## config.mk

```make
export PLATFORM = sky130hd
export DESIGN_NAME = uart_rx_mailbox_flat
export DESIGN_NICKNAME = d
export VERILOG_FILES = /design/src/rtl/uart_rx_mailbox_pkg.sv /design/src/rtl/uart_rx_mailbox_if.sv /design/src/rtl/uart_rx_fifo.sv /design/src/rtl/uart_rx_mailbox.sv /design/src/flat_wrapper.sv
export SDC_FILE = /design/constraint.sdc
export NUM_CORES = 1
export LEC_CHECK = 0
export ABC_AREA = 1
export ABC_CLOCK_PERIOD_IN_PS = 3690
export BUFFER_PORTS_ARGS = -buffer_cell sky130_fd_sc_hd__buf_2
export CAP_MARGIN = 20
export CORE_MARGIN = 2
export CORE_UTILIZATION = 45
export DETAILED_ROUTE_END_ITERATION = 7
export HOLD_SLACK_MARGIN = 0.1
export PLACE_DENSITY_LB_ADDON = 0.1
export SLEW_MARGIN = 10
export SYNTH_ARGS = -nofsm -noshare
export SYNTH_HDL_FRONTEND = slang
export SYNTH_SLANG_ARGS = --single-unit
export TNS_END_PERCENT = 20
```

## constraint.sdc

```tcl
create_clock -name clock -period 3.69 [get_ports clock]
set_input_delay 0.369 -clock clock [delete_from_list [all_inputs] [get_ports clock]]
set_output_delay 0.369 -clock clock [all_outputs]
set_load 0.01 [all_outputs]
```

## src/rtl/uart_rx_mailbox_pkg.sv

```systemverilog
// Shared types and constants for the UART receive mailbox.
// Optional even-parity support is enabled by defining UART_RX_PARITY_EN.
package uart_rx_pkg;

  localparam int UART_DATA_BITS            = 8;
  localparam int UART_DEFAULT_CLKS_PER_BIT = 868;

  typedef enum logic [2:0] {
    ST_IDLE   = 3'd0,
    ST_START  = 3'd1,
    ST_DATA   = 3'd2,
`ifdef UART_RX_PARITY_EN
    ST_PARITY = 3'd3,
`endif
    ST_STOP   = 3'd4
  } rx_state_e;

endpackage

```

## src/rtl/uart_rx_mailbox_if.sv

```systemverilog
// Core-facing read/status bundle of the UART receive mailbox.
// The mailbox drives the slave side, the MIPS core the master side.
interface uart_rx_mailbox_if #(
  parameter int DEPTH = 8
);
  import uart_rx_pkg::*;

  // rd_data is valid whenever rx_avail=1; a cycle with rd_en=1 and
  // rx_avail=1 consumes the head, and rd_en while empty is ignored.
  logic                       rd_en;
  logic                       clr_err;
  logic [7:0]                 rd_data;
  logic                       rx_avail;
  logic                       rx_full;
  logic [$clog2(DEPTH+1)-1:0] byte_count;
  logic                       overrun;
  logic                       frame_err;
  logic                       parity_err;
  rx_state_e                  state_dbg;

  modport master (
    output rd_en, clr_err,
    input  rd_data, rx_avail, rx_full, byte_count,
    input  overrun, frame_err, parity_err, state_dbg
  );

  modport slave (
    input  rd_en, clr_err,
    output rd_data, rx_avail, rx_full, byte_count,
    output overrun, frame_err, parity_err, state_dbg
  );

endinterface

```

## src/rtl/uart_rx_fifo.sv

```systemverilog
// First-word-fall-through byte FIFO; pointers carry one extra wrap bit
// so full and empty are distinguishable without a separate counter.
module uart_rx_fifo #(
  parameter int DEPTH = 8,
  parameter int WIDTH = 8
) (
  input  logic                       clk,
  input  logic                       rst,
  input  logic                       push_i,
  input  logic [WIDTH-1:0]           data_i,
  input  logic                       pop_i,
  output logic [WIDTH-1:0]           head_o,
  output logic                       full_o,
  output logic                       empty_o,
  output logic [$clog2(DEPTH+1)-1:0] count_o
);
  localparam int AW = $clog2(DEPTH);

  logic [AW:0]      wptr_q, wptr_d;
  logic [AW:0]      rptr_q, rptr_d;
  logic [WIDTH-1:0] mem_q [DEPTH];
  logic             do_push, do_pop;

  assign empty_o = (wptr_q == rptr_q);
  assign full_o  = (wptr_q[AW] != rptr_q[AW]) && (wptr_q[AW-1:0] == rptr_q[AW-1:0]);
  assign count_o = wptr_q - rptr_q;
  assign head_o  = empty_o ? '0 : mem_q[rptr_q[AW-1:0]];

  // A pop in the same cycle frees the slot a push into a full FIFO needs.
  assign do_pop  = pop_i && !empty_o;
  assign do_push = push_i && (!full_o || do_pop);

  always_comb begin
    wptr_d = wptr_q;
    rptr_d = rptr_q;
    if (do_push) wptr_d = wptr_q + 1'b1;
    if (do_pop)  rptr_d = rptr_q + 1'b1;
  end

  always_ff @(posedge clk or posedge rst) begin
    if (rst) begin
      wptr_q <= '0;
      rptr_q <= '0;
    end else begin
      wptr_q <= wptr_d;
      rptr_q <= rptr_d;
    end
  end

  always_ff @(posedge clk) begin
    if (do_push) mem_q[wptr_q[AW-1:0]] <= data_i;
  end

endmodule

```

## src/rtl/uart_rx_mailbox.sv

```systemverilog
// UART receiver with sticky error flags feeding a byte FIFO for the MIPS core.
// Define UART_RX_PARITY_EN to receive an even-parity bit between data and stop.
module uart_rx_mailbox
  import uart_rx_pkg::*;
#(
  parameter int CLKS_PER_BIT = UART_DEFAULT_CLKS_PER_BIT,
  parameter int DEPTH        = 8
) (
  input  logic              clock,
  input  logic              reset,
  input  logic              rx,
  uart_rx_mailbox_if.slave  mb
);
  localparam int              CW            = $clog2(CLKS_PER_BIT);
  localparam int              NW            = $clog2(DEPTH+1);
  localparam logic [CW-1:0]   HALF_LAST     = CW'(CLKS_PER_BIT/2 - 1);
  localparam logic [CW-1:0]   BIT_LAST      = CW'(CLKS_PER_BIT - 1);
  localparam logic [2:0]      LAST_DATA_BIT = 3'(UART_DATA_BITS - 1);

  logic                      rx_meta_q, rx_sync_q, rx_prev_q;
  rx_state_e                 state_q, state_d;
  logic [CW-1:0]             cyc_q, cyc_d;
  logic [2:0]                bit_q, bit_d;
  logic [UART_DATA_BITS-1:0] shift_q, shift_d;
  logic                      overrun_q, overrun_d;
  logic                      frame_err_q, frame_err_d;
  logic                      set_over, set_frame, push;
  logic                      fifo_full, fifo_empty;
  logic [7:0]                fifo_head;
  logic [NW-1:0]             fifo_count;
`ifdef UART_RX_PARITY_EN
  logic                      par_bad_q, par_bad_d;
  logic                      parity_err_q, parity_err_d;
  logic                      set_par;
`endif

  always_comb begin
    state_d   = state_q;
    cyc_d     = cyc_q + 1'b1;
    bit_d     = bit_q;
    shift_d   = shift_q;
    set_over  = 1'b0;
    set_frame = 1'b0;
    push      = 1'b0;
`ifdef UART_RX_PARITY_EN
    par_bad_d = par_bad_q;
    set_par   = 1'b0;
`endif
    case (state_q)
      ST_IDLE: begin
        cyc_d = '0;
        // Edge-triggered start: a line held low after a break never restarts.
        if (!rx_sync_q && rx_prev_q) state_d = ST_START;
      end
      ST_START: begin
        if (cyc_q == HALF_LAST) begin
          cyc_d = '0;
          bit_d = '0;
          state_d = rx_sync_q ? ST_IDLE : ST_DATA;
        end
      end
      ST_DATA: begin
        if (cyc_q == BIT_LAST) begin
          cyc_d   = '0;
          shift_d = {rx_sync_q, shift_q[UART_DATA_BITS-1:1]};
          bit_d   = bit_q + 1'b1;
          if (bit_q == LAST_DATA_BIT) begin
`ifdef UART_RX_PARITY_EN
            state_d = ST_PARITY;
`else
            state_d = ST_STOP;
`endif
          end
        end
      end
`ifdef UART_RX_PARITY_EN
      ST_PARITY: begin
        if (cyc_q == BIT_LAST) begin
          cyc_d     = '0;
          par_bad_d = ^{shift_q, rx_sync_q};
          state_d   = ST_STOP;
        end
      end
`endif
      ST_STOP: begin
        if (cyc_q == BIT_LAST) begin
          cyc_d   = '0;
          state_d = ST_IDLE;
          if (!rx_sync_q) begin
            set_frame = 1'b1;
`ifdef UART_RX_PARITY_EN
          end else if (par_bad_q) begin
            set_par = 1'b1;
`endif
          end else if (fifo_full && !mb.rd_en) begin
            set_over = 1'b1;
          end else begin
            push = 1'b1;
          end
        end
      end
      default: state_d = ST_IDLE;
    endcase

    overrun_d   = set_over  | (overrun_q   & ~mb.clr_err);
    frame_err_d = set_frame | (frame_err_q & ~mb.clr_err);
`ifdef UART_RX_PARITY_EN
    parity_err_d = set_par  | (parity_err_q & ~mb.clr_err);
`endif
  end

  always_ff @(posedge clock or posedge reset) begin
    if (reset) begin
      rx_meta_q   <= 1'b1;
      rx_sync_q   <= 1'b1;
      rx_prev_q   <= 1'b1;
      state_q     <= ST_IDLE;
      cyc_q       <= '0;
      bit_q       <= '0;
      shift_q     <= '0;
      overrun_q   <= 1'b0;
      frame_err_q <= 1'b0;
    end else begin
      rx_meta_q   <= rx;
      rx_sync_q   <= rx_meta_q;
      rx_prev_q   <= rx_sync_q;
      state_q     <= state_d;
      cyc_q       <= cyc_d;
      bit_q       <= bit_d;
      shift_q     <= shift_d;
      overrun_q   <= overrun_d;
      frame_err_q <= frame_err_d;
    end
  end

`ifdef UART_RX_PARITY_EN
  always_ff @(posedge clock or posedge reset) begin
    if (reset) begin
      par_bad_q    <= 1'b0;
      parity_err_q <= 1'b0;
    end else begin
      par_bad_q    <= par_bad_d;
      parity_err_q <= parity_err_d;
    end
  end
  assign mb.parity_err = parity_err_q;
`else
  assign mb.parity_err = 1'b0;
`endif

  uart_rx_fifo #(.DEPTH(DEPTH), .WIDTH(UART_DATA_BITS)) u_fifo (
    .clk     (clock),
    .rst     (reset),
    .push_i  (push),
    .data_i  (shift_q),
    .pop_i   (mb.rd_en),
    .head_o  (fifo_head),
    .full_o  (fifo_full),
    .empty_o (fifo_empty),
    .count_o (fifo_count)
  );

  assign mb.rd_data    = fifo_head;
  assign mb.rx_avail   = !fifo_empty;
  assign mb.rx_full    = fifo_full;
  assign mb.byte_count = fifo_count;
  assign mb.overrun    = overrun_q;
  assign mb.frame_err  = frame_err_q;
  assign mb.state_dbg  = state_q;

endmodule

```

## src/flat_wrapper.sv

```systemverilog
// flat-port wrapper written by rule: the top's interface ports become plain ports
module uart_rx_mailbox_flat import uart_rx_pkg::*;
#(
  parameter int CLKS_PER_BIT = UART_DEFAULT_CLKS_PER_BIT,
  parameter int DEPTH        = 8
)
  (clock, reset, rx, mb_rd_en, mb_clr_err, mb_rd_data, mb_rx_avail, mb_rx_full, mb_byte_count, mb_overrun, mb_frame_err, mb_parity_err, mb_state_dbg);
  uart_rx_mailbox_if #(.DEPTH(DEPTH)) mb_i ();
  input  logic clock;
  input  logic reset;
  input  logic rx;
  input wire logic [$bits(mb_i.rd_en)-1:0] mb_rd_en;
  input wire logic [$bits(mb_i.clr_err)-1:0] mb_clr_err;
  output wire logic [$bits(mb_i.rd_data)-1:0] mb_rd_data;
  output wire logic [$bits(mb_i.rx_avail)-1:0] mb_rx_avail;
  output wire logic [$bits(mb_i.rx_full)-1:0] mb_rx_full;
  output wire logic [$bits(mb_i.byte_count)-1:0] mb_byte_count;
  output wire logic [$bits(mb_i.overrun)-1:0] mb_overrun;
  output wire logic [$bits(mb_i.frame_err)-1:0] mb_frame_err;
  output wire logic [$bits(mb_i.parity_err)-1:0] mb_parity_err;
  output wire logic [$bits(mb_i.state_dbg)-1:0] mb_state_dbg;
  assign mb_i.rd_en = mb_rd_en;
  assign mb_i.clr_err = mb_clr_err;
  assign mb_rd_data = mb_i.rd_data;
  assign mb_rx_avail = mb_i.rx_avail;
  assign mb_rx_full = mb_i.rx_full;
  assign mb_byte_count = mb_i.byte_count;
  assign mb_overrun = mb_i.overrun;
  assign mb_frame_err = mb_i.frame_err;
  assign mb_parity_err = mb_i.parity_err;
  assign mb_state_dbg = mb_i.state_dbg;
  uart_rx_mailbox #(.CLKS_PER_BIT(CLKS_PER_BIT), .DEPTH(DEPTH)) u_core (.clock(clock), .reset(reset), .rx(rx), .mb(mb_i));
endmodule
```

Word-level counts from Yosys, hierarchy flattened:

Memories as Yosys holds them, arrays and structs flattened.
Cells that the tools add are included.

* bits in registers: 37
* bits of input ports: 5
* output and inout bits: 20
* memory bits (writable): 64
* memories: 1
* logic and storage cells: 79

* add/sub/neg operators: 5
* bitwise logic cells: 5
* mux-type cells: 27
* equal/unequal tests: 14
* reductions and logical operators: 16

Memory list
* u_core.u_fifo.mem_q: depth 8, width 8, read ports 1, clocked after memory_dff 0, write ports 1, RTL line uart_rx_fifo.sv:21 `logic [WIDTH-1:0] mem_q [DEPTH];`

Operator list (count)
* case mux 10 bit (3 select lines): 1
* two-way mux 3 bit: 7
* two-way mux 10 bit: 2
* two-way mux 1 bit: 13
* case mux 3 bit (4 select lines): 1
* adder 10 x 1 -> 10 bit (second input constant): 1
* == test 10 bit (second input constant): 1
* == test 10 x 9 -> 1 bit (second input constant): 1
* inequality test 2 x 1 -> 1 bit (second input constant): 5
* adder 4 x 1 -> 4 bit (second input constant): 2
* two-way mux 8 bit: 1
* == test 3 bit (second input constant): 2
* case mux 3 bit (2 select lines): 1
* logical AND 1 bit: 5
* AND reduction 5 bit: 1
* == test 4 bit: 1
* zero test 1 bit: 4
* subtractor 4 bit: 1
* adder 3 x 1 -> 3 bit (second input constant): 1
* == test 3 x 1 -> 1 bit (second input constant): 1
* == test 3 x 2 -> 1 bit (second input constant): 1
* == test 3 bit: 1
* zero test 3 bit: 1
* AND reduction 3 bit: 1
* other kinds (9): 11

Longest topological paths before layout:

* depth in word-level cells: 10
* gate-level depth with buffers: 10
* depth with buffers taken out: 10

Modules after synthesis:

A second synthesis with hierarchy kept.

* cell total of the unflattened synthesis: 561
* area total of the unflattened synthesis: 5109.9 µm²

Modules (own cells, without submodules)
* uart_rx_fifo: times used 1, cells an instance 369, seq. area each 2122.0 µm², area an instance 3487.1 µm²
* uart_rx_mailbox: times used 1, cells an instance 192, seq. area each 729.4 µm², area an instance 1622.8 µm²

Worst setup path before layout:

Ideal clock, no wire load.

* kind: register to register
* start: register u_core.u_fifo.rptr_q[1]
* end: memory u_core.u_fifo.mem_q[6][0] (enable)
* period minus slack after synthesis: 2.212 ns
* setup time: 0.370 ns
* slack: 1.478 ns
* required time: 3.320 ns
* buffers on the path: 1
* data arrival time: 1.841 ns
* cell stages (with the launch flop): 9
* cells stage by stage: dfrtp_1 buf_4 clkinv_1 ha_1 nand2_1 nor2_1 nand3b_1 nand3_2 nor2_1

* cells in the longest elaborated chain, start to end: 10
* elaborated cells on any way between the ends: 15
* those cells by class: eq/ne: 2; mux: 6; reduce/logical: 7

RTL lines
* from (decl): RTL line uart_rx_fifo.sv:20 `logic [AW:0] rptr_q, rptr_d;`
* from (signal assigned): RTL line uart_rx_fifo.sv:46 `rptr_q <= rptr_d;`
* == test 3 bit: RTL line uart_rx_fifo.sv:25 `assign full_o = (wptr_q[AW] != rptr_q[AW]) && (wptr_q[AW-1:0] == rptr_q[AW-1:0]);`
* logical AND 1 bit: RTL line uart_rx_fifo.sv:25
* logical AND 1 bit: RTL line uart_rx_mailbox.sv:95 `end else if (fifo_full && !mb.rd_en) begin`
* two-way mux 1 bit: RTL line uart_rx_mailbox.sv:95
* two-way mux 1 bit: RTL line uart_rx_mailbox.sv:89 `if (!rx_sync_q) begin`
* two-way mux 1 bit: RTL line uart_rx_mailbox.sv:86 `if (cyc_q == BIT_LAST) begin`
* two-way mux 1 bit: RTL line uart_rx_mailbox.sv:49 `case (state_q)`
* logical AND 1 bit (*): RTL line uart_rx_fifo.sv:31 `assign do_push = push_i && (!full_o || do_pop);`
* two-way mux 1 bit (*): RTL line uart_rx_fifo.sv:51 `if (do_push) mem_q[wptr_q[AW-1:0]] <= data_i;`
* two-way mux 1 bit (implied by the code) (*): RTL line uart_rx_fifo.sv:51
* to (decl): RTL line uart_rx_fifo.sv:21

Mark *: on every way between the ends. The rest lies on a longest branch, timed or not.

Final worst setup path:

* start: register u_core.u_fifo.rptr_q[1]
* end: output mb_rd_data[0]

* cells in the longest elaborated chain, start to end: 2
* elaborated cells on any way between the ends: 3
* those cells by class: eq/ne: 1; mux: 1; memory: 1

RTL lines
* memory read (8 x 8 bit) / == test 4 bit (equally long branches)
* two-way mux 8 bit (*): RTL line uart_rx_fifo.sv:27 `assign head_o = empty_o ? '0 : mem_q[rptr_q[AW-1:0]];`
* to (decl): RTL line flat_wrapper.sv:14 `output wire logic [$bits(mb_i.rd_data)-1:0] mb_rd_data;`

Marks and branches as above.

==> flow_summary.yaml <==
run_status:
  status: "finished, final reports clean"
worst_setup_path:
  cp.required_ns: 3.32
  worstSetupEndpointType: "output port"
  critPathMaxFanout: 28
  critical_path_arrival_ns: 2.56
  critPathKind: "reg2out"
  critPathLaunchType: "flip-flop"
global_routing:
  grt_util_met3: 0.0251
  grt_pass1_wl_mm: 14.7
  use_met1: 0.229
  grt_pass1_vias: 2899
  grt_max_degree: 34
  grtUsageMet2: 0.287
  antenna_found_initial: 0
  grt_busiest_layer: "met2"
  grt_usage: 0.171
  grt-ovfl-total: 0
detailed_routing:
  first_pass_iters: 4
  drc_errors: 0
  drtIter0Drc: 113
  drt_wl_total_mm: 8.95
  ant_nets: 0
  viasPerCell: 5.02
  post_drt_wl_per_cell_um: 15.3
  vias: 2941
place:
  dp_slack_ns: 0.908
  port_buffers: 23
  hpwl_mm: 6.09
  place_congestion: 0.816
floorplan:
  start_util: 0.463
  die_x_um: 104
  die-area_um2: 10900
  core_area_um2: 9770
  pin_count: 25
  num_rows: 36
  die_h_um: 104
timing:
  finalCritPeriodShare: 0.793
  setup_tns_ns: 0
  finalCriticalPeriod_ns: 2.93
  fin_ws_ns: 0.763
  slew_headroom: 0.364
  finalSetupViolations: 0
  fin_skew_ns: 0.0173
  tightest_slew_ns: 0.952
  rsz0062_at_grt: "no"
  fmax_ghz: 0.342
  finalHoldViolations: 0
  final_max_slew_viol_count: 0
clocking:
  insertion_delay_ns: 0.36
  htree_num_levels: 3
  cts_root_buf: "clkbuf_8"
  cts_setup_buffers: 0
  cts_tree: "done"
  cts_inserted_buffers: 9
  cts_hold_buf: 1
  cts_buffer_depth: 2
  cts_resized: 0
  cts.sinks: 101
  clk_transition_reported_paths_ns: 0.10
synth:
  synth_edf_count: 64
  syn_inst: 423
  synth_area_leader_cell: "edfxtp_1"
  yosysMostFrequentCell: "nor2_1"
  synthArstFlopShare: 0.366
  syn_avg_cell_area_um2: 10.7
  ys_seq_area_frac: 0.630
  syn_nets: 438
  yosys_warnings: 0
  synth_cell_types: 34
  synth_commonest_cells: "nor2_1, edfxtp_1, nand2_1"
  synth_ff_type: "edfxtp_1"
  synthTopCellsByArea: "edfxtp_1, dfrtp_1, nor2_1"
  syn-cell-area_um2: 4520
  synth_top_area_frac: 0.425
  ys_ff_latch: 101
run:
  cap_violations: 0
power:
  p_per_area_nw_per_um2: 641
  power.total_mw: 3.21
  p_leak_nw: 2.21
  peakVddDrop_mv: 0.323
finish:
  areaGrowthSynthToFinish_pct: 10.8
  drive_gt1_frac: 0.163
  num_antenna_cells: 0
  finalNetCount: 463
hold_path:
  hold_path.class: "in2reg"
## cells in the final DEF (no fill, tap or decap), drive strengths merged
cell type,instances
nand3,25
fa,1
clkbuf,10
nand4,2
edfxtp,64
ha,9
o211ai,8
clkinv,7
nand3b,2
inv,28
o21ai,41
a21oi,2
dfrtp,34
xnor2,6
o22ai,8
nand2,69
nor3,7
conb,1
xor2,8
buf,28
nor2,88
dfstp,3
dlygate4sd3,2
## path summary, 6_finish.rpt
| kind | startpoint | to | slack, ns | depth (start not counted) |
|---|---|---|---|---|
| max | u_core.u_fifo.rptr_q[1] | mb_rd_data[0] | 0.76 | 9 |
| min | mb_clr_err | u_core.mb.overrun | 0.20 | 2 |
| max reg2reg | u_core.u_fifo.rptr_q[1] | u_core.u_fifo.mem_q[5][7] | 0.92 | 8 |
| min reg2reg | u_core.rx_meta_q | u_core.rx_sync_q | 0.36 | 0 |
| max in group asynchronous | reset | u_core.u_fifo.wptr_q[0] | 2.57 | 5 |
| min in group asynchronous | reset | u_core.mb.state_dbg[0] | 0.49 | 3 |
## layout make-up
class,instances,area (um^2)
Clock buffer,10,149
Clock inverter,6,67.6
Fill cell,873,4760
Inverter,29,109
Multi-Input combinational cell,277,1480
Sequential cell,101,2850
Tap cell,133,166
Timing Repair Buffer,30,193
## stage by stage
step | hold slack, ns | instances | cell area, um^2 | util
after floorplan | 0.345 | 423 | 4520 | -
after global placement | 0.348 | 567 | 4750 | 0.486
after detailed placement | 0.349 | 567 | 4750 | 0.486
after CTS | 0.190 | 584 | 4970 | 0.509
after global routing | 0.202 | 586 | 5010 | 0.513
final | 0.202 | 586 | 5010 | 0.513
## layer usage
layer	share of wire	vias up	routed length, um
met5	0	-	0
met4	0.012	0	110
met3	0.032	9	288
met2	0.49	57	4360
met1	0.47	1401	4180
li1	-	1474	-
## state kept, by name, indices dropped and copies added (netlist names)
signal / cells
u_core.shift_q: 8
u_core.bit_q: 3
u_core.mb.overrun: 1
u_core.u_fifo.rptr_q: 4
u_core.mb.state_dbg: 3
u_core.u_fifo.wptr_q: 4
u_core.cyc_q: 10
u_core.rx_meta_q: 1
u_core.rx_prev_q: 1
u_core.rx_sync_q: 1
u_core.u_fifo.mem_q: 64
u_core.mb.frame_err: 1
## worst max-delay path, cell delays in order, from the launching register on
cell,delay [ns]
dfrtp_1,0.33
buf_4,0.28
clkinv_1,0.30
ha_1,0.36
nand2_1,0.10
nor2_1,0.06
nand2_1,0.35
nand2_1,0.11
nor2_1,0.14
buf_2,0.15
## where the power goes
group          internal [mW]  leakage [nW]  switching (mW)
logic                  0.434         0.872           0.749
registers               1.24          1.24          0.0721
clock network          0.304         0.108           0.411
total                   1.98          2.21            1.23
## kinds of logic (layout without fill, tap and decap cells)
group | after synthesis | in the layout | share of synthesized area
simple gates | 193 | 193 | 0.196
flops | 101 | 101 | 0.630
compound gates | 59 | 59 | 0.0727
buf+inv | 45 | 75 | 0.0437
xor+xnor | 14 | 14 | 0.0271
fa+ha+maj | 10 | 10 | 0.0293
other cells | 1 | 1 | 0.000829
(Power assumes the default switching activity.)
